**src/rtl/seq_divider_pkg.sv**
```systemverilog
// Shared types and constants for the sequential restoring divider.
// Also holds the counter-width helper used by seq_divider.
package seq_divider_pkg;

   // Controller states
   typedef enum logic [1:0] {
      IDLE = 2'd0,
      BUSY = 2'd1,
      DONE = 2'd2
   } state_t;

   localparam int DIVIDEND_W_DEF = 8;
   localparam int DIVISOR_W_DEF  = 4;

   // Bit counter width for a given dividend width (counts 0 .. DIVIDEND_W-1)
   function automatic int cnt_width(input int dividend_w);
      return (dividend_w <= 2) ? 1 : $clog2(dividend_w);
   endfunction

   localparam int CNT_W_DEF = cnt_width(DIVIDEND_W_DEF);

endpackage

```
**src/rtl/seq_divider_step.sv**
```systemverilog
// One restoring-division iteration: shift the next dividend bit into the
// partial remainder, trial-subtract the divisor, keep or restore.
// Purely combinational; instantiated once by seq_divider.
module div_step #(
   parameter int DIVISOR_W = 4
) (
   input  logic [DIVISOR_W:0]   rem_in,
   input  logic                 bit_in,
   input  logic [DIVISOR_W-1:0] divisor,
   output logic [DIVISOR_W:0]   rem_out,
   output logic                 q_bit
);

   logic [DIVISOR_W+1:0] shifted;
   logic [DIVISOR_W+1:0] trial;

   // Shift in the next bit, then subtract; the MSB of the trial is its sign
   always_comb begin
      shifted = {rem_in, bit_in};
      trial   = shifted - {2'b00, divisor};
      q_bit   = ~trial[DIVISOR_W+1];
      rem_out = q_bit ? trial[DIVISOR_W:0] : shifted[DIVISOR_W:0];
   end

endmodule

```
**src/rtl/seq_divider.sv**
```systemverilog
// seq_divider: multi-cycle restoring divider, one quotient bit per clock,
// start/done handshake. Divide-by-zero short-circuits to DONE.
// Optional macro SEQ_DIVIDER_SIGNED_EN: two's-complement operands; the core
// runs on magnitudes and the signs are re-applied when the result registers.
module seq_divider
   import seq_divider_pkg::*;
#(
   parameter int DIVIDEND_W = DIVIDEND_W_DEF,
   parameter int DIVISOR_W  = DIVISOR_W_DEF
) (
   input  logic                  clk,
   input  logic                  rst,
   input  logic                  start,
   input  logic [DIVIDEND_W-1:0] dividend,
   input  logic [DIVISOR_W-1:0]  divisor,
   output logic [DIVIDEND_W-1:0] quotient,
   output logic [DIVISOR_W-1:0]  remainder,
   output logic                  busy,
   output logic                  done,
   output logic                  div_by_zero
);

   localparam int CNT_W = cnt_width(DIVIDEND_W);
   localparam logic [CNT_W-1:0] LAST_BIT = CNT_W'(DIVIDEND_W - 1);

   state_t state;
   state_t state_next;

   // Working registers
   logic [DIVISOR_W:0]    prem;
   logic [DIVIDEND_W-1:0] shreg;
   logic [DIVISOR_W-1:0]  dvsr;
   logic [CNT_W-1:0]      cnt;

   // Step results and operand/result conditioning
   logic [DIVISOR_W:0]    prem_next;
   logic                  q_bit;
   logic [DIVIDEND_W-1:0] q_raw;
   logic [DIVISOR_W-1:0]  r_raw;
   logic [DIVIDEND_W-1:0] q_fix;
   logic [DIVISOR_W-1:0]  r_fix;
   logic [DIVIDEND_W-1:0] dvd_mag;
   logic [DIVISOR_W-1:0]  dvs_mag;
   logic                  accept;
   logic                  zero_div;
   logic                  last_bit;

`ifdef SEQ_DIVIDER_SIGNED_EN
   logic q_neg;
   logic r_neg;
`endif

   assign accept   = (state == IDLE) && start;
   assign zero_div = (divisor == '0);
   assign last_bit = (state == BUSY) && (cnt == LAST_BIT);

   div_step #(
      .DIVISOR_W (DIVISOR_W)
   ) u_step (
      .rem_in  (prem),
      .bit_in  (shreg[DIVIDEND_W-1]),
      .divisor (dvsr),
      .rem_out (prem_next),
      .q_bit   (q_bit)
   );

   assign q_raw = {shreg[DIVIDEND_W-2:0], q_bit};
   assign r_raw = prem_next[DIVISOR_W-1:0];

`ifdef SEQ_DIVIDER_SIGNED_EN
   // Magnitudes at acceptance; the most-negative value maps to its unsigned twin
   always_comb begin
      dvd_mag = dividend[DIVIDEND_W-1] ? (~dividend + 1'b1) : dividend;
      dvs_mag = divisor[DIVISOR_W-1]   ? (~divisor + 1'b1)  : divisor;
   end

   // Sign fix-up: quotient negative on sign mismatch, remainder follows dividend
   always_comb begin
      q_fix = q_neg ? (~q_raw + 1'b1) : q_raw;
      r_fix = r_neg ? (~r_raw + 1'b1) : r_raw;
   end
`else
   assign dvd_mag = dividend;
   assign dvs_mag = divisor;
   assign q_fix   = q_raw;
   assign r_fix   = r_raw;
`endif

   // FSM state register
   always_ff @(posedge clk or posedge rst) begin
      if (rst) begin
         state <= IDLE;
      end else begin
         state <= state_next;
      end
   end

   // FSM next-state logic; a zero divisor skips the iteration entirely
   always_comb begin
      state_next = state;
      case (state)
         IDLE: begin
            if (start) begin
               state_next = zero_div ? DONE : BUSY;
            end
         end
         BUSY: begin
            if (cnt == LAST_BIT) begin
               state_next = DONE;
            end
         end
         DONE:    state_next = IDLE;
         default: state_next = IDLE;
      endcase
   end

   // FSM outputs decoded from the current state
   always_comb begin
      busy = (state != IDLE);
      done = (state == DONE);
   end

   // Working registers: load on acceptance, iterate while BUSY
   always_ff @(posedge clk or posedge rst) begin
      if (rst) begin
         prem  <= '0;
         shreg <= '0;
         dvsr  <= '0;
         cnt   <= '0;
      end else if (accept) begin
         prem  <= '0;
         shreg <= dvd_mag;
         dvsr  <= dvs_mag;
         cnt   <= '0;
      end else if (state == BUSY) begin
         prem  <= prem_next;
         shreg <= q_raw;
         cnt   <= cnt + 1'b1;
      end
   end

`ifdef SEQ_DIVIDER_SIGNED_EN
   // Result signs captured from the raw operands at acceptance
   always_ff @(posedge clk or posedge rst) begin
      if (rst) begin
         q_neg <= 1'b0;
         r_neg <= 1'b0;
      end else if (accept) begin
         q_neg <= dividend[DIVIDEND_W-1] ^ divisor[DIVISOR_W-1];
         r_neg <= dividend[DIVIDEND_W-1];
      end
   end
`endif

   // Result registers: written only on completion, held otherwise
   always_ff @(posedge clk or posedge rst) begin
      if (rst) begin
         quotient    <= '0;
         remainder   <= '0;
         div_by_zero <= 1'b0;
      end else if (accept && zero_div) begin
         quotient    <= '1;
         remainder   <= dividend[DIVISOR_W-1:0];
         div_by_zero <= 1'b1;
      end else if (last_bit) begin
         quotient    <= q_fix;
         remainder   <= r_fix;
         div_by_zero <= 1'b0;
      end
   end

endmodule

```
**config.mk**
```make
export PLATFORM = sky130hd
export DESIGN_NAME = seq_divider
export DESIGN_NICKNAME = d
export VERILOG_FILES = /design/src/rtl/seq_divider_pkg.sv /design/src/rtl/seq_divider_step.sv /design/src/rtl/seq_divider.sv
export SDC_FILE = /design/constraint.sdc
export NUM_CORES = 1
export LEC_CHECK = 0
export BUFFER_PORTS_ARGS = -buffer_cell sky130_fd_sc_hd__buf_2
export CORE_MARGIN = 3
export CORE_UTILIZATION = 30
export CTS_BUF_LIST = sky130_fd_sc_hd__clkbuf_4
export DETAILED_ROUTE_END_ITERATION = 12
export SYNTH_ARGS = -nofsm -noshare
export SYNTH_HDL_FRONTEND = slang
export SYNTH_HIERARCHICAL = 1
export SYNTH_SLANG_ARGS = --single-unit
```
**constraint.sdc**
```tcl
create_clock -name clk -period 5.9 [get_ports clk]
set_clock_uncertainty 0.1 [all_clocks]
set_input_delay 0.59 -clock clk [delete_from_list [all_inputs] [get_ports clk]]
set_output_delay 0.59 -clock clk [all_outputs]
set_load 0.005 [all_outputs]
```
==> impl_results.md <==
- Status: finished clean
- Ys flop type: dfrtp_1
- CP Class: flop to flop
- CTS tree: yes
- First-pass GRT wire length: just under 7000 microns
- Initial antenna violation count: 0
- Worst R2R Setup Slack: around 3.6 ns
- Yosys reg bits: 35
- HP Class: input pin to asynchronous set/reset pin
- Die W: between 80 and 90 microns
- Die Y: ~85 microns
- Post-CTS Hold Buffers: 0
- I/O Buffers: 29
- Critical R2R Launch: dvsr[0]
- Root buffer cell: clkbuf_4
- Max-slew violation count: 0
- Most common cell after layout, fill and taps aside: nand2_1
- ANT nets after route: 0
- Minimum clock period after layout: approximately 2.3 ns
- Post-CTS Setup Inserts: 0
- Fin. Hold Viols: 0
- Worst Path Arrival: 2.45 ns
- Initial drt markers: 81
- Most frequent cells in the layout: nand2_1 (50), dfrtp_1 (35), buf_2 (29)
- CP Capture Type: flop
- Max Cap Viol: 0
- TNS Setup: 0 ns
- Synth warn: 6
- Ratio of cells with drive above 1 in the final layout: 0.266
- Post_cts resized: 0
- Clock buffer depth: 2
- Worst-Skew Late Latency: 0.35 ns
- Worst Setup SP: dvsr[0]
- Slew HR: 0.243
- Worst Setup Start Kind: flop
- I/O pins: 30
- Cells after Synth: ~180
- Unrepaired setup endpoints after global routing: false
- Clock share of power: 0.104
- Num CTS Buffers: 5
- Initial Util: 0.313
- Leakage: 0.00104 uW
- CTS clock-pin slew for the worst setup and hold paths: between 0.1 and 0.15 ns
- H-tree depth: 2
- Inserted Diodes: 0
- # placed instances: between 200 and 300
- Tcrit/Tclk final: 0.392
- NetSw: between 500 and 600 uW
- Worst vdd ir: approximately 0.00025 V
- Total die area: about 0.0072 sq mm
- Worst r2r dst: remainder[1]
- Syn Nets: 206
- Tightest Pin Transition: roughly 1.1 ns
- Distinct cells, synth: 42
- Reg2reg path depth: 8
- Largest net degree at the start of global routing: 36
- Dpl hpwl: 2780 microns
- Final GP Congestion: ~0.8
- Via count: 1397
- Remaining DRCs: 0
- Mean Syn Cell Area: between 10 and 15 sq um
- Gr usage total: 0.119
- Critical Path End: remainder[1]
- WL final: 3920 microns
- Core Region: 0.00596 sq mm
- Seq pwr share: 0.359
- Post-synth ARST share: 1.00
- Combinational fraction of design power: 0.538
- Sequential-to-total area share from yosys stat: 0.470
- Post-synth EDFFs: 0
- Row count: 28
- Int Power: roughly 730 uW
- Sink Count: 35
- FILL cells: roughly 630
- Crit Path Max Fanout: 5
- Final cell count without fillers: around 290
- Power Dens Cells: ~600 mW/mm^2
- Sw frac: 0.423
- Vias in the first global route: between 1000 and 1500
- Final setup fails: 0
- Drt first pass iters: 4
- Mapped Area: approximately 0.0019 sq mm
- Routed length per instance: 13.6 microns
- Fin nets: ~240
- Total gr overflow: 0
- Fmax: around 430 MHz
- Required time worst endpoint: roughly 6.0 ns
- Area growth, synth to finish: 13.4%
- Vias/cell: 4.83
## worst max-delay path, stage by stage, from the launching register on
cell and delay, ns:
dfrtp_1 0.40, ha_1 0.22, nand2b_2 0.21, a21oi_4 0.21, a21boi_4 0.11, xnor2_4 0.25, mux2_4 0.33, and2_1 0.13
a221o_1 0.25
## layer usage
layer  GRT usage  vias up  part of all wire  wire [microns]
met5           0        -                 0               0
met4      0.0345        0             0.011              43
met3      0.0350        6             0.058             227
met2       0.164       39              0.43            1690
met1       0.179      663              0.50            1960
li1            -      689                 -               -
## worst min-delay path by stage
stage / start / to / slack (ns)
after global routing: rst / div_by_zero / 0.24
after floorplan: shreg[7] / shreg[7] / 0.35
after detailed placement: div_by_zero / div_by_zero / 0.36
final: rst / div_by_zero / 0.22
after CTS: rst / div_by_zero / 0.22
after global placement: div_by_zero / div_by_zero / 0.36
## through the flow
step                      area (sq um)  hold slack [ns]  worst slack, ns  power, uW   util
after detailed placement          2060            0.359             3.58       1140  0.345
final                             2110            0.221             3.59       1270  0.355
after floorplan                   1860            0.346             3.68        990      -
after global placement            2060            0.356             3.62       1130  0.345
after CTS                         2110            0.223             3.55       1280  0.355
after global routing              2110            0.240             3.47       1390  0.355
## synth_stat cells, types with 2 or more instances
cell type   n  area [sq um]
o21ai_0    11          55.1
nor2b_1     2          12.5
nor2_2      2          12.5
a211oi_1    2          15.0
and2_1      2          12.5
dfrtp_1    35           876
nand3_1    10          50.1
inv_1       8          30.0
nand2b_1    3          18.8
buf_2       4          20.0
a221o_1     2          20.0
mux2_4      2          30.0
mux2i_1     3          30.0
a22oi_1     9          67.6
nand3b_1    2          15.0
nand2_1    50           188
ha_1        6          75.1
o22ai_1     2          12.5
a21oi_1     2          10.0
buf_6       2          22.5
mux2_2      4          45.0
## layout make-up
class | count | area (sq um) | share of cell area
Tap cell | 75 | 93.8 | 0.0444
Timing Repair Buffer | 30 | 153 | 0.0722
Clock buffer | 5 | 37.5 | 0.0178
Clock inverter | 3 | 20.0 | 0.00947
Inverter | 8 | 30.0 | 0.0142
Sequential cell | 35 | 876 | 0.414
Multi-Input combinational cell | 133 | 905 | 0.428
## cells by family after synthesis
group | count (synthesis) | synth area share
flip-flops | 35 | 0.470
AO/OA/AOI/OAI | 33 | 0.132
AND/OR/NAND/NOR | 82 | 0.227
adder cells (fa/ha/maj) | 7 | 0.0510
multiplexers | 9 | 0.0564
buffers and inverters | 16 | 0.0450
XOR/XNOR | 2 | 0.0195
## power by group through the flow
stage / sequential, uW / combinational, uW / clock [uW]
2_1_floorplan: 430 / 560 / 0
4_1_cts: 454 / 689 / 138
6_report: 454 / 681 / 131
3_3_place_gp: 459 / 673 / 0
5_1_grt: 470 / 773 / 145
3_5_place_dp: 458 / 686 / 0
## state kept, by name, indices dropped and copies added (netlist names)
name,cells
prem,5
shreg,8
cnt,3
state,2
dvsr,4
remainder,4
div_by_zero,1
quotient,8
(Power assumes the default switching activity.)
